## src/rtl/ysyx_25060170_wb_arb_pkg.sv

```systemverilog
// Shared definitions for the writeback arbiter and its neighbours (WBU/IDU).
// Optional macro YSYX_25060170_WB_COMMIT_TRACE_EN adds a PC field to requests.
package ysyx_25060170_pkg;

  localparam int XLEN   = 32;
  localparam int REG_AW = 5;
  localparam int NREG   = 32;

  // Source encoding used for both the grant select and the age flag
  localparam logic SRC_EXU = 1'b0;
  localparam logic SRC_LSU = 1'b1;

  // Writeback data select, shared with WBU/IDU
  typedef enum logic [1:0] {
    REGS_ALU = 2'd0,
    REGS_MEM = 2'd1,
    REGS_PC4 = 2'd2
  } regs_e;

  // One buffered writeback request
  typedef struct packed {
    logic [REG_AW-1:0] rd;
    logic [XLEN-1:0]   data;
    logic              regw;
`ifdef YSYX_25060170_WB_COMMIT_TRACE_EN
    logic [31:0]       pc;
`endif
  } wb_req_t;

  // x0 is hardwired to zero, so a request only writes when regw is set and rd is non-zero
  function automatic logic wr_en(input wb_req_t r);
    return r.regw && (r.rd != '0);
  endfunction

endpackage

```

## src/rtl/ysyx_25060170_wb_arb_if.sv

```systemverilog
// Producer/register-file bus of the writeback arbiter.
// Optional macro YSYX_25060170_WB_COMMIT_TRACE_EN adds the commit trace signals.
interface ysyx_25060170_wb_arb_if;
  import ysyx_25060170_pkg::*;

  logic              exu_valid_i;
  logic              exu_ready_o;
  logic [REG_AW-1:0] exu_rd_i;
  logic [XLEN-1:0]   exu_data_i;
  logic              exu_regw_i;

  logic              lsu_valid_i;
  logic              lsu_ready_o;
  logic [REG_AW-1:0] lsu_rd_i;
  logic [XLEN-1:0]   lsu_data_i;

  logic              ld_issue_i;
  logic [REG_AW-1:0] ld_issue_rd_i;

  logic              reg_write_en_o;
  logic [REG_AW-1:0] reg_write_addr_o;
  logic [XLEN-1:0]   reg_write_data_o;
  logic [NREG-1:0]   busy_o;
  logic              wb_done_o;

`ifdef YSYX_25060170_WB_COMMIT_TRACE_EN
  logic [31:0]       exu_pc_i;
  logic              commit_valid_o;
  logic [31:0]       commit_pc_o;
`endif

  // Arbiter side
  modport slave (
`ifdef YSYX_25060170_WB_COMMIT_TRACE_EN
    input  exu_pc_i,
    output commit_valid_o, commit_pc_o,
`endif
    input  exu_valid_i, exu_rd_i, exu_data_i, exu_regw_i,
    input  lsu_valid_i, lsu_rd_i, lsu_data_i,
    input  ld_issue_i, ld_issue_rd_i,
    output exu_ready_o, lsu_ready_o,
    output reg_write_en_o, reg_write_addr_o, reg_write_data_o,
    output busy_o, wb_done_o
  );

  // Producer / observer side
  modport master (
`ifdef YSYX_25060170_WB_COMMIT_TRACE_EN
    output exu_pc_i,
    input  commit_valid_o, commit_pc_o,
`endif
    output exu_valid_i, exu_rd_i, exu_data_i, exu_regw_i,
    output lsu_valid_i, lsu_rd_i, lsu_data_i,
    output ld_issue_i, ld_issue_rd_i,
    input  exu_ready_o, lsu_ready_o,
    input  reg_write_en_o, reg_write_addr_o, reg_write_data_o,
    input  busy_o, wb_done_o
  );

endinterface

```

## src/rtl/ysyx_25060170_wb_arb_slot.sv

```systemverilog
// One-entry request buffer with valid/ready. Ready is also high on the cycle
// the entry is granted, so a producer can refill it on the same edge it drains.
module ysyx_25060170_wb_slot
  import ysyx_25060170_pkg::*;
(
  input  logic    clk,
  input  logic    rst,
  input  logic    i_valid,
  input  wb_req_t i_req,
  input  logic    i_grant,
  output logic    o_ready,
  output logic    o_fill,
  output logic    o_valid,
  output wb_req_t o_req
);

  logic    r_valid;
  wb_req_t r_req;

  assign o_ready = !r_valid || i_grant;
  assign o_fill  = i_valid && o_ready;
  assign o_valid = r_valid;
  assign o_req   = r_req;

  // Occupancy: fill wins over drain so a same-edge refill keeps the slot full
  // NOTE: state registers use non-blocking assignments so every flop samples pre-edge values.
  always_ff @(posedge clk or posedge rst) begin
    if (rst) begin
      r_valid <= 1'b0;
    end else if (o_fill) begin
      r_valid <= 1'b1;
    end else if (i_grant) begin
      r_valid <= 1'b0;
    end
  end

  // Payload capture on every accepted request
  // NOTE: the payload is gated by r_valid downstream, so its reset only keeps the bus free of X.
  always_ff @(posedge clk or posedge rst) begin
    if (rst) begin
      r_req <= '0;
    end else if (o_fill) begin
      r_req <= i_req;
    end
  end

endmodule

```

## src/rtl/ysyx_25060170_wb_arb.sv

```systemverilog
// GPR write-port arbiter and load scoreboard between EXU/LSU and the register file.
// Optional macro YSYX_25060170_WB_COMMIT_TRACE_EN adds EXU commit PC tracing.
module ysyx_25060170_wb_arb
  import ysyx_25060170_pkg::*;
(
  input logic                   clk,
  input logic                   rst,
  ysyx_25060170_wb_arb_if.slave bus
);

  wb_req_t         w_exu_req;
  wb_req_t         w_lsu_req;
  wb_req_t         w_exu_slot;
  wb_req_t         w_lsu_slot;
  wb_req_t         w_gnt_req;
  logic            w_exu_v;
  logic            w_lsu_v;
  logic            w_exu_fill;
  logic            w_lsu_fill;
  logic            w_gnt_any;
  logic            w_gnt_src;
  logic            w_gnt_exu;
  logic            w_gnt_lsu;
  logic            w_tie_used;
  logic [NREG-1:0] w_busy_next;

  logic            r_age;   // older slot when both are valid and not a tie
  logic            r_tie;   // both slots were filled on the same edge
  logic            r_rr;    // tie-break pointer
  logic [NREG-1:0] r_busy;

  // Pack producer inputs into request structs; LSU loads always write
  always_comb begin
    w_exu_req      = '0;
    w_exu_req.rd   = bus.exu_rd_i;
    w_exu_req.data = bus.exu_data_i;
    w_exu_req.regw = bus.exu_regw_i;
`ifdef YSYX_25060170_WB_COMMIT_TRACE_EN
    w_exu_req.pc   = bus.exu_pc_i;
`endif
    w_lsu_req      = '0;
    w_lsu_req.rd   = bus.lsu_rd_i;
    w_lsu_req.data = bus.lsu_data_i;
    w_lsu_req.regw = 1'b1;
  end

  ysyx_25060170_wb_slot u_exu_slot (
    .clk     (clk),
    .rst     (rst),
    .i_valid (bus.exu_valid_i),
    .i_req   (w_exu_req),
    .i_grant (w_gnt_exu),
    .o_ready (bus.exu_ready_o),
    .o_fill  (w_exu_fill),
    .o_valid (w_exu_v),
    .o_req   (w_exu_slot)
  );

  ysyx_25060170_wb_slot u_lsu_slot (
    .clk     (clk),
    .rst     (rst),
    .i_valid (bus.lsu_valid_i),
    .i_req   (w_lsu_req),
    .i_grant (w_gnt_lsu),
    .o_ready (bus.lsu_ready_o),
    .o_fill  (w_lsu_fill),
    .o_valid (w_lsu_v),
    .o_req   (w_lsu_slot)
  );

  // Grant select: lone valid slot, else the older one, else round-robin on a tie
  // NOTE: every output of a combinational block gets a default first so no latch is inferred.
  always_comb begin
    w_gnt_any  = 1'b0;
    w_gnt_src  = SRC_EXU;
    w_tie_used = 1'b0;
    unique case ({w_exu_v, w_lsu_v})
      2'b10: begin
        w_gnt_any = 1'b1;
        w_gnt_src = SRC_EXU;
      end
      2'b01: begin
        w_gnt_any = 1'b1;
        w_gnt_src = SRC_LSU;
      end
      2'b11: begin
        w_gnt_any = 1'b1;
        if (r_tie) begin
          w_gnt_src  = r_rr;
          w_tie_used = 1'b1;
        end else begin
          w_gnt_src  = r_age;
        end
      end
      default: ;
    endcase
  end

  assign w_gnt_exu = w_gnt_any && (w_gnt_src == SRC_EXU);
  assign w_gnt_lsu = w_gnt_any && (w_gnt_src == SRC_LSU);

  // Write port driven purely from slot state; idle port is all zeros
  always_comb begin
    w_gnt_req            = '0;
    bus.reg_write_en_o   = 1'b0;
    bus.reg_write_addr_o = '0;
    bus.reg_write_data_o = '0;
    if (w_gnt_any) begin
      w_gnt_req            = (w_gnt_src == SRC_LSU) ? w_lsu_slot : w_exu_slot;
      bus.reg_write_en_o   = wr_en(w_gnt_req);
      bus.reg_write_addr_o = w_gnt_req.rd;
      bus.reg_write_data_o = w_gnt_req.data;
    end
  end

  assign bus.wb_done_o = w_gnt_any;

`ifdef YSYX_25060170_WB_COMMIT_TRACE_EN
  assign bus.commit_valid_o = w_gnt_exu;
  assign bus.commit_pc_o    = w_gnt_exu ? w_exu_slot.pc : 32'd0;
`endif

  // Age tracking: the slot that was not refilled is the older one
  always_ff @(posedge clk or posedge rst) begin
    if (rst) begin
      r_age <= SRC_EXU;
      r_tie <= 1'b0;
      r_rr  <= SRC_EXU;
    end else begin
      if (w_tie_used) begin
        r_rr <= ~r_rr;
      end
      if (w_exu_fill && w_lsu_fill) begin
        r_tie <= 1'b1;
      end else if (w_exu_fill) begin
        r_tie <= 1'b0;
        r_age <= SRC_LSU;
      end else if (w_lsu_fill) begin
        r_tie <= 1'b0;
        r_age <= SRC_EXU;
      end
    end
  end

  // Scoreboard next state: a retiring load clears, a new issue sets and wins
  always_comb begin
    w_busy_next = r_busy;
    if (w_gnt_lsu) begin
      w_busy_next[w_lsu_slot.rd] = 1'b0;
    end
    if (bus.ld_issue_i && (bus.ld_issue_rd_i != '0)) begin
      w_busy_next[bus.ld_issue_rd_i] = 1'b1;
    end
  end

  // Scoreboard register
  always_ff @(posedge clk or posedge rst) begin
    if (rst) begin
      r_busy <= '0;
    end else begin
      r_busy <= w_busy_next;
    end
  end

  assign bus.busy_o = r_busy;

endmodule

```

## src/flat_wrapper.sv

```systemverilog
// flat-port wrapper written by rule: the top's interface ports become plain ports
module ysyx_25060170_wb_arb_flat import ysyx_25060170_pkg::*;
  (clk, rst, bus_exu_valid_i, bus_exu_rd_i, bus_exu_data_i, bus_exu_regw_i, bus_lsu_valid_i, bus_lsu_rd_i, bus_lsu_data_i, bus_ld_issue_i, bus_ld_issue_rd_i, bus_exu_ready_o, bus_lsu_ready_o, bus_reg_write_en_o, bus_reg_write_addr_o, bus_reg_write_data_o, bus_busy_o, bus_wb_done_o);
  ysyx_25060170_wb_arb_if bus_i ();
  input logic clk;
  input logic rst;
  input wire logic [$bits(bus_i.exu_valid_i)-1:0] bus_exu_valid_i;
  input wire logic [$bits(bus_i.exu_rd_i)-1:0] bus_exu_rd_i;
  input wire logic [$bits(bus_i.exu_data_i)-1:0] bus_exu_data_i;
  input wire logic [$bits(bus_i.exu_regw_i)-1:0] bus_exu_regw_i;
  input wire logic [$bits(bus_i.lsu_valid_i)-1:0] bus_lsu_valid_i;
  input wire logic [$bits(bus_i.lsu_rd_i)-1:0] bus_lsu_rd_i;
  input wire logic [$bits(bus_i.lsu_data_i)-1:0] bus_lsu_data_i;
  input wire logic [$bits(bus_i.ld_issue_i)-1:0] bus_ld_issue_i;
  input wire logic [$bits(bus_i.ld_issue_rd_i)-1:0] bus_ld_issue_rd_i;
  output wire logic [$bits(bus_i.exu_ready_o)-1:0] bus_exu_ready_o;
  output wire logic [$bits(bus_i.lsu_ready_o)-1:0] bus_lsu_ready_o;
  output wire logic [$bits(bus_i.reg_write_en_o)-1:0] bus_reg_write_en_o;
  output wire logic [$bits(bus_i.reg_write_addr_o)-1:0] bus_reg_write_addr_o;
  output wire logic [$bits(bus_i.reg_write_data_o)-1:0] bus_reg_write_data_o;
  output wire logic [$bits(bus_i.busy_o)-1:0] bus_busy_o;
  output wire logic [$bits(bus_i.wb_done_o)-1:0] bus_wb_done_o;
  assign bus_i.exu_valid_i = bus_exu_valid_i;
  assign bus_i.exu_rd_i = bus_exu_rd_i;
  assign bus_i.exu_data_i = bus_exu_data_i;
  assign bus_i.exu_regw_i = bus_exu_regw_i;
  assign bus_i.lsu_valid_i = bus_lsu_valid_i;
  assign bus_i.lsu_rd_i = bus_lsu_rd_i;
  assign bus_i.lsu_data_i = bus_lsu_data_i;
  assign bus_i.ld_issue_i = bus_ld_issue_i;
  assign bus_i.ld_issue_rd_i = bus_ld_issue_rd_i;
  assign bus_exu_ready_o = bus_i.exu_ready_o;
  assign bus_lsu_ready_o = bus_i.lsu_ready_o;
  assign bus_reg_write_en_o = bus_i.reg_write_en_o;
  assign bus_reg_write_addr_o = bus_i.reg_write_addr_o;
  assign bus_reg_write_data_o = bus_i.reg_write_data_o;
  assign bus_busy_o = bus_i.busy_o;
  assign bus_wb_done_o = bus_i.wb_done_o;
  ysyx_25060170_wb_arb u_core (.clk(clk), .rst(rst), .bus(bus_i));
endmodule
```

## config.mk

```make
export PLATFORM = sky130hd
export DESIGN_NAME = ysyx_25060170_wb_arb_flat
export DESIGN_NICKNAME = d
export VERILOG_FILES = /design/src/rtl/ysyx_25060170_wb_arb_pkg.sv /design/src/rtl/ysyx_25060170_wb_arb_if.sv /design/src/rtl/ysyx_25060170_wb_arb_slot.sv /design/src/rtl/ysyx_25060170_wb_arb.sv /design/src/flat_wrapper.sv
export SDC_FILE = /design/constraint.sdc
export NUM_CORES = 1
export LEC_CHECK = 0
export CORE_MARGIN = 2
export CORE_UTILIZATION = 65
export DETAILED_ROUTE_END_ITERATION = 6
export DONT_BUFFER_PORTS = 1
export PLACE_DENSITY = 0.78
export SLEW_MARGIN = 25
export SYNTH_ARGS = -nofsm -noshare
export SYNTH_HDL_FRONTEND = slang
export SYNTH_SLANG_ARGS = --single-unit
```

## constraint.sdc

```tcl
create_clock -name clk -period 8.03 [get_ports clk]
set_input_delay 1.2045 -clock clk [delete_from_list [all_inputs] [get_ports clk]]
set_output_delay 1.2045 -clock clk [all_outputs]
set_load 0.01 [all_outputs]
```

==> results of run 1 <==
critical path: stages, from the launching register on:
cell	delay, ns
dfrtp_1	0.43
mux2i_2	0.17
buf_4	0.25
a21boi_4	0.70
buf_4	0.46
mux2i_1	0.37
flip-flops by register name, indices dropped and copies added, names as in the netlist:
| register | count |
|---|---|
| u_core.bus.busy_o | 32 |
| u_core.r_rr | 1 |
| u_core.u_exu_slot.o_req | 38 |
| u_core.u_lsu_slot.o_valid | 1 |
| u_core.u_lsu_slot.o_req | 38 |
| u_core.r_age | 1 |
| u_core.u_exu_slot.o_valid | 1 |
| u_core.r_tie | 1 |
power breakdown:
part	internal (mW)	total [mW]	switching [mW]
sequential	0.768	0.951	0.182
combinational	0.275	0.652	0.376
clock	0.486	0.735	0.249
per-stage QoR:
stage | std cells | instance area, um^2 | power (mW) | utilization [%] | hold slack (ns)
final | 583 | 6015 | 2.337 | 73.94 | 0.4789
after global routing | 583 | 6015 | 2.473 | 73.94 | 0.4892
after detailed placement | 552 | 5430 | 1.609 | 66.76 | 0.4586
after floorplan | 475 | 5398 | 1.467 | - | 0.4347
after global placement | 552 | 5430 | 1.566 | 66.76 | 0.4520
after CTS | 583 | 6015 | 2.352 | 73.94 | 0.4773
cells in the final DEF (no fill, tap or decap), types with 2 or more instances in the layout:
cell	netlist	layout
o22ai_1	29	29
clkinv_2	0	4
inv_1	66	65
mux2_2	78	78
nand2b_1	6	6
clkbuf_8	0	3
nand2_1	36	36
buf_4	9	5
or3_1	2	2
nor2_1	2	2
bufinv_16	0	3
a22o_1	5	5
ha_1	2	2
a211oi_1	31	31
clkbuf_1	16	2
clkbuf_16	0	16
a21boi_0	2	2
nand3b_1	9	9
o32ai_1	2	2
nor2b_1	2	2
or3b_2	4	4
dfrtp_1	113	112
mux2i_1	33	33
nand3_1	10	10
clkinv_4	0	2
how the worst max path moves through the flow:
stage	startpoint	end	slack, ns	depth (start not counted)
global placement	u_core.r_tie	bus_reg_write_en_o	4.56	5
CTS	u_core.r_tie	bus_reg_write_en_o	3.91	5
floorplan	rst	u_core.bus.busy_o[0]	3.84	1
detailed placement	u_core.r_tie	bus_reg_write_en_o	4.45	5
global route	u_core.r_tie	bus_reg_write_data_o[30]	3.76	5
finish	u_core.r_tie	bus_reg_write_en_o	3.93	5
final cells by class:
class	count	area share, %
clock buffer	21	7.468
timing repair buffer	5	0.6241
clock inverter	10	2.247
inverter	66	4.161
multi-input combinational	263	36.28
sequential	113	47.04
tap	105	2.184
cells by family (layout without fill, tap and decap cells):
logic type / Yosys count / in the layout / synth area share, %
mux: 112 / 112 / 22.65
buf+inv: 99 / 102 / 7.626
flops: 113 / 113 / 52.39
simple gates: 74 / 74 / 6.977
xor+xnor: 1 / 1 / 0.1623
fa+ha+maj: 2 / 2 / 0.4635
compound gates: 74 / 74 / 9.736
layer usage:
layer | wire, um | track usage [%]
met1 | 4667 | 31.78
met2 | 5970 | 43.72
met3 | 975 | 11.07
met4 | 191 | 11.59
met5 | 0 | 0
==> impl_metrics.csv, run 1 <==
group,metric,value,unit
synth,synth-main-ff-cell,"dfrtp_1",
finish,multi_input_area,2182,um^2
floorplanning,die_h,95.13,um
grt,antenna_found_initial,0,
worst_setup_path,rr_worst_depth,6,
clock_network,cts_setup_buffers,0,
synth,avgSynthCellArea,11.36,um^2
clock_network,path_clk_slew,0.05,ns
finish,drive_above_1_share,25.73,%
synth,ys_warn_count,0,
route,drt_pre_antenna_iters,4,
finish,filler_cell_count,556,
floorplanning,rows,33,
timing,max_slew_margin,33.90,%
worst_setup_path,reg2reg_from,"u_core.r_tie",
finish,synthToLayoutAreaGrowth,11.43,%
worst_setup_path,start_kind,"register",
floorplanning,initial_core_util,66.36,%
hold_path,holdPathStages,1,
placed_design,gp_congestion,0.8136,
synth,synth_top_area_cell,"dfrtp_1",
floorplanning,die-area,9049,um^2
timing,drv_slew,0,
timing,tightest_slew,0.9915,ns
synth,synth_seq_area_share,52.39,%
floorplanning,die_w,95.13,um
grt,grtUsageTotal,27.01,%
timing,hold_viol,0,
synth,synth.distinct_cells,33,
clock_network,clock-root-buffer,"clkbuf_8",
timing,fin_crit_sh,51.05,%
finish,register_area,2829,um^2
worst_setup_path,crit_path_max_fanout,34,
synth,synthTopCellsByCount,"113 x dfrtp_1, 78 x mux2_2, 66 x inv_1",
clock_network,cts_tree,"done",
worst_setup_path,r2r-end,"u_core.r_age",
synth,synth_most_common_cell,"dfrtp_1",
grt,overflow,0,
synth,synth_top_area_share,52.39,%
finish,antenna_cells,0,
synth,synthesis.area,5398,um^2
clock_network,clock_latency,0.50,ns
placed_design,numPortBuffers,0,
route,vias,3537,
timing,fin_skew,0.01101,ns
synth,synth_edf_count,0,
grt,grt_max_degree,75,
timing,fin_crit,4.099,ns
pwr,p_leak,2.737,nW
clock_network,cts_resized,0,
clock_network,h-tree-depth,4,
timing,setup_ws,3.931,ns
clock_network,cts.path.max_buffers,2,
timing,rsz0062_at_grt,"false",
route,wl_per_cell,20.25,um
run,maxCapViolCount,0,
route,vias_per_cell,6.067,
synth,syn_nets,562,
hold_path,hold_end,"u_core.u_lsu_slot.o_req[0]",
clock_network,hold_buffers,0,
floorplanning,core_area,8134,um^2
pwr,vdd_ir_drop_max,0.1912,mV
synth,synthCells,475,
synth,async_flop_share,100.0,%
grt,grt_pass1_wl,18.20,mm
worst_setup_path,cp.arrival,2.89,ns
timing,finalSetupTns,0,ns
hold_path,hp-class,"reg2reg",
synth,ys_ff_latch,113,
route,antenna_left,0,
pwr,p_per_area,388.5,nW/um^2
worst_setup_path,crit_type,"reg2out",
worst_setup_path,r2r_slack,5.27,ns
timing,finalSetupViolations,0,
hold_path,worstHoldStart,"u_core.u_lsu_slot.o_req[0]",
timing,timing.fmax,0.2439,GHz
worst_setup_path,required,6.83,ns
placed_design,dp_slack,4.452,ns
finish,fin_nets,553,
status,status,"complete, no violations",
synth,synth_area_leaders,"dfrtp_1 52%, mux2_2 16%, mux2i_1 6.1%",
worst_setup_path,worstSetupEndpointType,"output port",
route,first_iter_violations,155,
route,drc,0,
placed_design,hpwl,7.974,mm
clock_network,cts-buffers-inserted,17,
grt,grt_pass1_vias,3567,
route,totalWireLength,11.81,mm
floorplanning,ios,158,
clock_network,cts_sinks,113,
(Power assumes the default switching activity.)
==> run 2: changes to the inputs <==
Settings changed: CORE_UTILIZATION 65 to 63, PLACE_DENSITY 0.78 to 0.76.
Clock period 8.03 ns to 4.2 ns, I/O delays scaled along.
==> run 2 against run 1 <==
Net effect: worst hold slack lost 0.25 ns; largest cell class unchanged; critical path type unchanged; sequential share of layout area shrank 0.55 points; clock skew fell by 0.0024 ns; clock-buffer cell count decreased by 2; global-route usage decreased by 0.19 points; first-iteration DRC count increased by 10%.
==> impl_metrics.csv, run 2 (synthesized netlist as in run 1, its figures left out) <==
group,metric,value,unit
finish,layout_common_cells,"112 x dfrtp_1, 78 x mux2_2, 65 x inv_1",
grt,grt_pass1_wl,18.62,mm
finish,final_common_cell,"dfrtp_1",
timing,hold_viol,0,
floorplanning,rows,33,
clock_network,cts_resized,0,
worst_setup_path,start_kind,"register",
clock_network,path_clk_slew,0.06,ns
route,first_iter_violations,171,
timing,drv_slew,0,
clock_network,h-tree-depth,4,
timing,fin_crit_sh,78.66,%
status,status,"complete, no violations",
clock_network,cts_tree,"done",
route,vias,3559,
worst_setup_path,crit_type,"reg2out",
clock_network,cts-buffers-inserted,17,
timing,rsz0062_at_grt,"false",
clock_network,cts_sinks,113,
floorplanning,die_h,96.56,um
timing,fin_skew,0.008563,ns
timing,fin_crit,3.304,ns
clock_network,clock_latency,0.51,ns
placed_design,numPortBuffers,0,
worst_setup_path,required,3.57,ns
route,vias_per_cell,6.073,
finish,filler_cell_count,576,
pwr,vdd_ir_drop_max,0.4485,mV
pwr,p_per_area,749.7,nW/um^2
timing,hold_ws,0.2307,ns
run,maxCapViolCount,0,
floorplanning,die_w,96.56,um
timing,timing.fmax,0.3027,GHz
floorplanning,ios,158,
route,drc,0,
pwr,p_leak,2.763,nW
timing,tightest_slew,0.9664,ns
finish,multi_input_area,2182,um^2
timing,finalSetupTns,0,ns
finish,synthToLayoutAreaGrowth,12.75,%
floorplanning,initial_core_util,65.36,%
hold_path,hp-class,"in2reg",
finish,register_area,2829,um^2
worst_setup_path,worstSetupEndpointType,"output port",
grt,grt_max_degree,58,
clock_network,cts.path.max_buffers,2,
worst_setup_path,cp.arrival,2.67,ns
worst_setup_path,crit_path_max_fanout,38,
finish,antenna_cells,0,
route,drt_pre_antenna_iters,4,
route,antenna_left,0,
route,totalWireLength,11.85,mm
grt,grt_pass1_vias,3732,
floorplanning,die-area,9324,um^2
placed_design,dp_slack,1.411,ns
placed_design,hpwl,8.305,mm
route,wl_per_cell,20.22,um
finish,fin_nets,555,
placed_design,gp_congestion,0.8984,
timing,finalSetupViolations,0,
grt,grtUsageTotal,26.82,%
timing,setup_ws,0.8961,ns
clock_network,clock-root-buffer,"clkbuf_8",
finish,drive_above_1_share,26.40,%
timing,max_slew_margin,35.58,%
grt,overflow,0,
floorplanning,core_area,8258,um^2
grt,antenna_found_initial,0,
==> run 2: changes by cell type in the layout (fill, tap and decap cells not counted), sizes merged <==
cell / delta
clkbuf: -2
dlygate4sd3: +1
clkinvlp: +2
inv: +1
bufinv: +1
clkinv: -1
buf: +1
==> run 2: timing repair <==
action,CTS,global route
hold buffers,1,0
setup buffers,0,0
hold endpoints to repair,28,0
==> run 2: area by class of cell <==
class	count	area share (%)
Tap cell	105	2.159
Clock inverter	13	3.022
Inverter	66	4.112
Sequential cell	113	46.48
Clock buffer	19	7.257
Timing Repair Buffer	7	1.110
Multi-Input combinational cell	263	35.86
==> run 2: per-stage QoR <==
| step | power [mW] | utilization (%) | instance area (um^2) | cells |
|---|---|---|---|---|
| floorplan | 2.805 | - | 5398 | 475 |
| global placement | 3.012 | 66.00 | 5450 | 553 |
| detailed placement | 3.086 | 66.00 | 5450 | 553 |
| CTS | 4.594 | 73.70 | 6086 | 586 |
| global route | 4.830 | 73.70 | 6086 | 586 |
| finish | 4.562 | 73.70 | 6086 | 586 |
==> run 2: worst max-delay path, cell delays in order (launching register included) <==
cell and delay [ns]:
dfrtp_2 0.79, buf_4 0.46, a21boi_0 0.60, a22o_1 0.32
==> run 2: report_power, final <==
part           internal, mW  switching, mW
clock network         0.994          0.499
logic                 0.538          0.705
registers              1.47          0.359
total                  3.00           1.56
==> run 2: path summary, 6_finish.rpt <==
check / cells after the start / from / slack [ns] / endpoint
min in group asynchronous: 2 / rst / 0.59 / u_core.u_exu_slot.o_req[18]
max reg2reg: 6 / u_core.r_tie / 1.52 / u_core.r_age
max: 3 / u_core.u_exu_slot.o_valid / 0.90 / bus_reg_write_addr_o[0]
min reg2reg: 1 / u_core.u_lsu_slot.o_req[0] / 0.47 / u_core.u_lsu_slot.o_req[0]
max in group asynchronous: 3 / rst / 2.57 / u_core.u_lsu_slot.o_req[22]
min: 1 / bus_ld_issue_rd_i[1] / 0.23 / u_core.bus.busy_o[4]
==> run 2: metal layers <==
| metal | wire length (um) | GRT usage (%) |
|---|---|---|
| met4 | 185 | 9.390 |
| met3 | 1072 | 10.09 |
| met5 | 0 | 0 |
| met2 | 5922 | 44.10 |
| met1 | 4667 | 32.59 |
==> run 3: changes to the inputs <==
Settings changed: ABC_AREA set to 1.
Clock period 4.2 ns to 3.1 ns, I/O delays scaled along.
==> run 3 against run 2 <==
Net effect: via count increased by 17%; clock power increased by 26%; combinational power up 100%; clock-buffer cell count rose by 1; critical endpoint is now bus_reg_write_en_o; largest cell class unchanged.
==> impl_metrics.csv, run 3 <==
group,metric,value,unit
floorplanning,die_w,95.51,um
route,drt_pre_antenna_iters,5,
synth,synth_edf_count,0,
floorplanning,initial_core_util,64.52,%
clock_network,cts-buffers-inserted,17,
timing,fin_crit,2.802,ns
clock_network,hold_buffers,0,
synth,synth_top_area_share,53.61,%
worst_setup_path,crit_path_max_fanout,29,
placed_design,placed_cell_area,5239,um^2
timing,timing.fmax,0.3568,GHz
timing,rsz0062_at_grt,"false",
worst_setup_path,r2r-end,"u_core.r_tie",
synth,synthCells,639,
clock_network,clock-root-buffer,"clkbuf_8",
synth,async_flop_share,100.0,%
finish,layout_common_cells,"269 x nand2_1, 113 x dfrtp_1, 60 x o21ai_0",
route,first_iter_violations,181,
worst_setup_path,r2r_slack,0.65,ns
route,antenna_left,0,
synth,synth_top_area_cell,"dfrtp_1",
grt,overflow,0,
timing,hold_viol,0,
floorplanning,die_h,95.51,um
grt,grt_pass1_wl,19.81,mm
run,maxCapViolCount,0,
synth,synthesis.area,5275,um^2
synth,ys_ff_latch,113,
clock_network,cts_setup_buffers,0,
worst_setup_path,cp.arrival,2.34,ns
finish,synthToLayoutAreaGrowth,10.20,%
grt,antenna_found_initial,0,
timing,drv_slew,0,
worst_setup_path,rr_worst_depth,9,
finish,antenna_cells,0,
synth,ys_warn_count,0,
synth,synth_most_common_cell,"nand2_1",
timing,finalSetupViolations,0,
status,status,"complete, no violations",
worst_setup_path,worstSetupEndpointType,"output port",
pwr,vdd_ir_drop_max,0.7351,mV
placed_design,gp_congestion,0.9074,
finish,fin_area,5813,um^2
clock_network,h-tree-depth,4,
pwr,p_per_area,1198,nW/um^2
worst_setup_path,crit_type,"reg2out",
timing,finalSetupTns,0,ns
placed_design,hpwl,8.342,mm
placed_design,numPortBuffers,0,
clock_network,clock_latency,0.51,ns
worst_setup_path,reg2reg_from,"u_core.r_rr",
floorplanning,ios,158,
route,totalWireLength,12.57,mm
clock_network,cts_tree,"done",
synth,synthTopCellsByCount,"269 x nand2_1, 113 x dfrtp_1, 60 x o21ai_0",
hold_path,hp-class,"in2async",
clock_network,path_clk_slew,0.06,ns
clock_network,cts.path.max_buffers,2,
synth,synth_area_leaders,"dfrtp_1 54%, nand2_1 19%, o21ai_0 5.7%",
finish,fin_nets,723,
timing,fin_skew,0.008220,ns
clock_network,cts_resized,0,
grt,grt_busiest_layer,"met2",
floorplanning,core_area,8175,um^2
pwr,p_leak,2.880,nW
route,wl_per_cell,16.69,um
worst_setup_path,required,2.63,ns
grt,grtUsageMet2,47.24,%
route,vias_per_cell,5.526,
synth,synth-main-ff-cell,"dfrtp_1",
grt,grt_pass1_vias,4190,
finish,drive_above_1_share,11.11,%
worst_setup_path,start_kind,"register",
synth,synth.distinct_cells,26,
grt,grtUsageTotal,28.73,%
grt,grtUsageMet3,12.25,%
synth,avgSynthCellArea,8.255,um^2
floorplanning,die-area,9121,um^2
grt,met1_usage,34.19,%
synth,syn_nets,726,
finish,final_common_cell,"nand2_1",
floorplanning,rows,33,
finish,filler_cell_count,654,
route,vias,4161,
clock_network,cts_sinks,113,
grt,grt_max_degree,114,
timing,tightest_slew,0.6470,ns
route,drc,0,
timing,fin_crit_sh,90.40,%
timing,max_slew_margin,56.47,%
synth,synth_seq_area_share,53.61,%
==> run 3: layer usage <==
| metal | part of all wire [%] | vias up |
|---|---|---|
| li1 | - | 2022 |
| met1 | 40 | 1970 |
| met2 | 49 | 152 |
| met3 | 10 | 17 |
| met4 | 1.4 | 0 |
| met5 | 0 | - |
==> run 3: area by class of cell <==
class / count / area [um^2] / share of cell area (%)
clock buffer: 20 / 435.4 / 7.490
clock inverter: 11 / 138.9 / 2.389
inverter: 51 / 205.2 / 3.530
sequential: 113 / 2828 / 48.64
tap: 105 / 131.4 / 2.260
multi-input combinational: 448 / 2024 / 34.83
timing repair buffer: 5 / 50.05 / 0.8610
==> run 3: logic make-up (layout without fill, tap and decap cells) <==
family,Yosys count,after routing,share of synthesized area (%)
AND/OR/NAND/NOR,336,336,26.00
buffers and inverters,78,87,8.017
AO/OA/AOI/OAI,109,109,11.74
flip-flops,113,113,53.61
XOR/XNOR,1,1,0.1661
adder cells (fa/ha/maj),2,2,0.4743
==> run 3: critical path: stages (launching register included) <==
cell	delay, ns
dfrtp_1	0.39
nand2_1	0.10
nand3_2	0.12
nand2_2	0.39
buf_4	0.37
nand2_1	0.08
nand2_1	0.09
nand3_2	0.07
nor2_1	0.10
nor2_1	0.10
==> run 3: through the flow <==
| stage | setup WS, ns | cells | power (mW) | util [%] | hold slack (ns) |
|---|---|---|---|---|---|
| global placement | 0.7969 | 722 | 4.978 | 64.08 | 0.4416 |
| floorplan | 1.264 | 639 | 4.658 | - | 0.4278 |
| detailed placement | 0.7389 | 722 | 5.073 | 64.08 | 0.4546 |
| global route | 0.1426 | 753 | 7.452 | 71.10 | 0.02605 |
| finish | 0.2977 | 753 | 6.962 | 71.10 | 0.0008163 |
| CTS | 0.2839 | 753 | 7.006 | 71.10 | 0.02615 |
==> run 3: how the worst max path moves through the flow <==
stage	from	end	slack (ns)	cells past startpoint
5_1_grt	u_core.r_rr	bus_reg_write_en_o	0.14	9
4_1_cts	u_core.r_rr	bus_reg_write_en_o	0.28	9
6_report	u_core.r_rr	bus_reg_write_en_o	0.30	9
2_1_floorplan	rst	u_core.bus.busy_o[0]	1.26	1
3_5_place_dp	u_core.r_rr	u_core.r_tie	0.74	9
3_3_place_gp	u_core.r_tie	u_core.r_tie	0.80	9
==> run 3: power breakdown <==
group          switching (mW)  total, mW  internal (mW)
Combinational            1.82       2.49          0.669
Clock                   0.649       1.88           1.23
Sequential              0.482       2.59           2.11
Total                    2.95       6.96           4.01
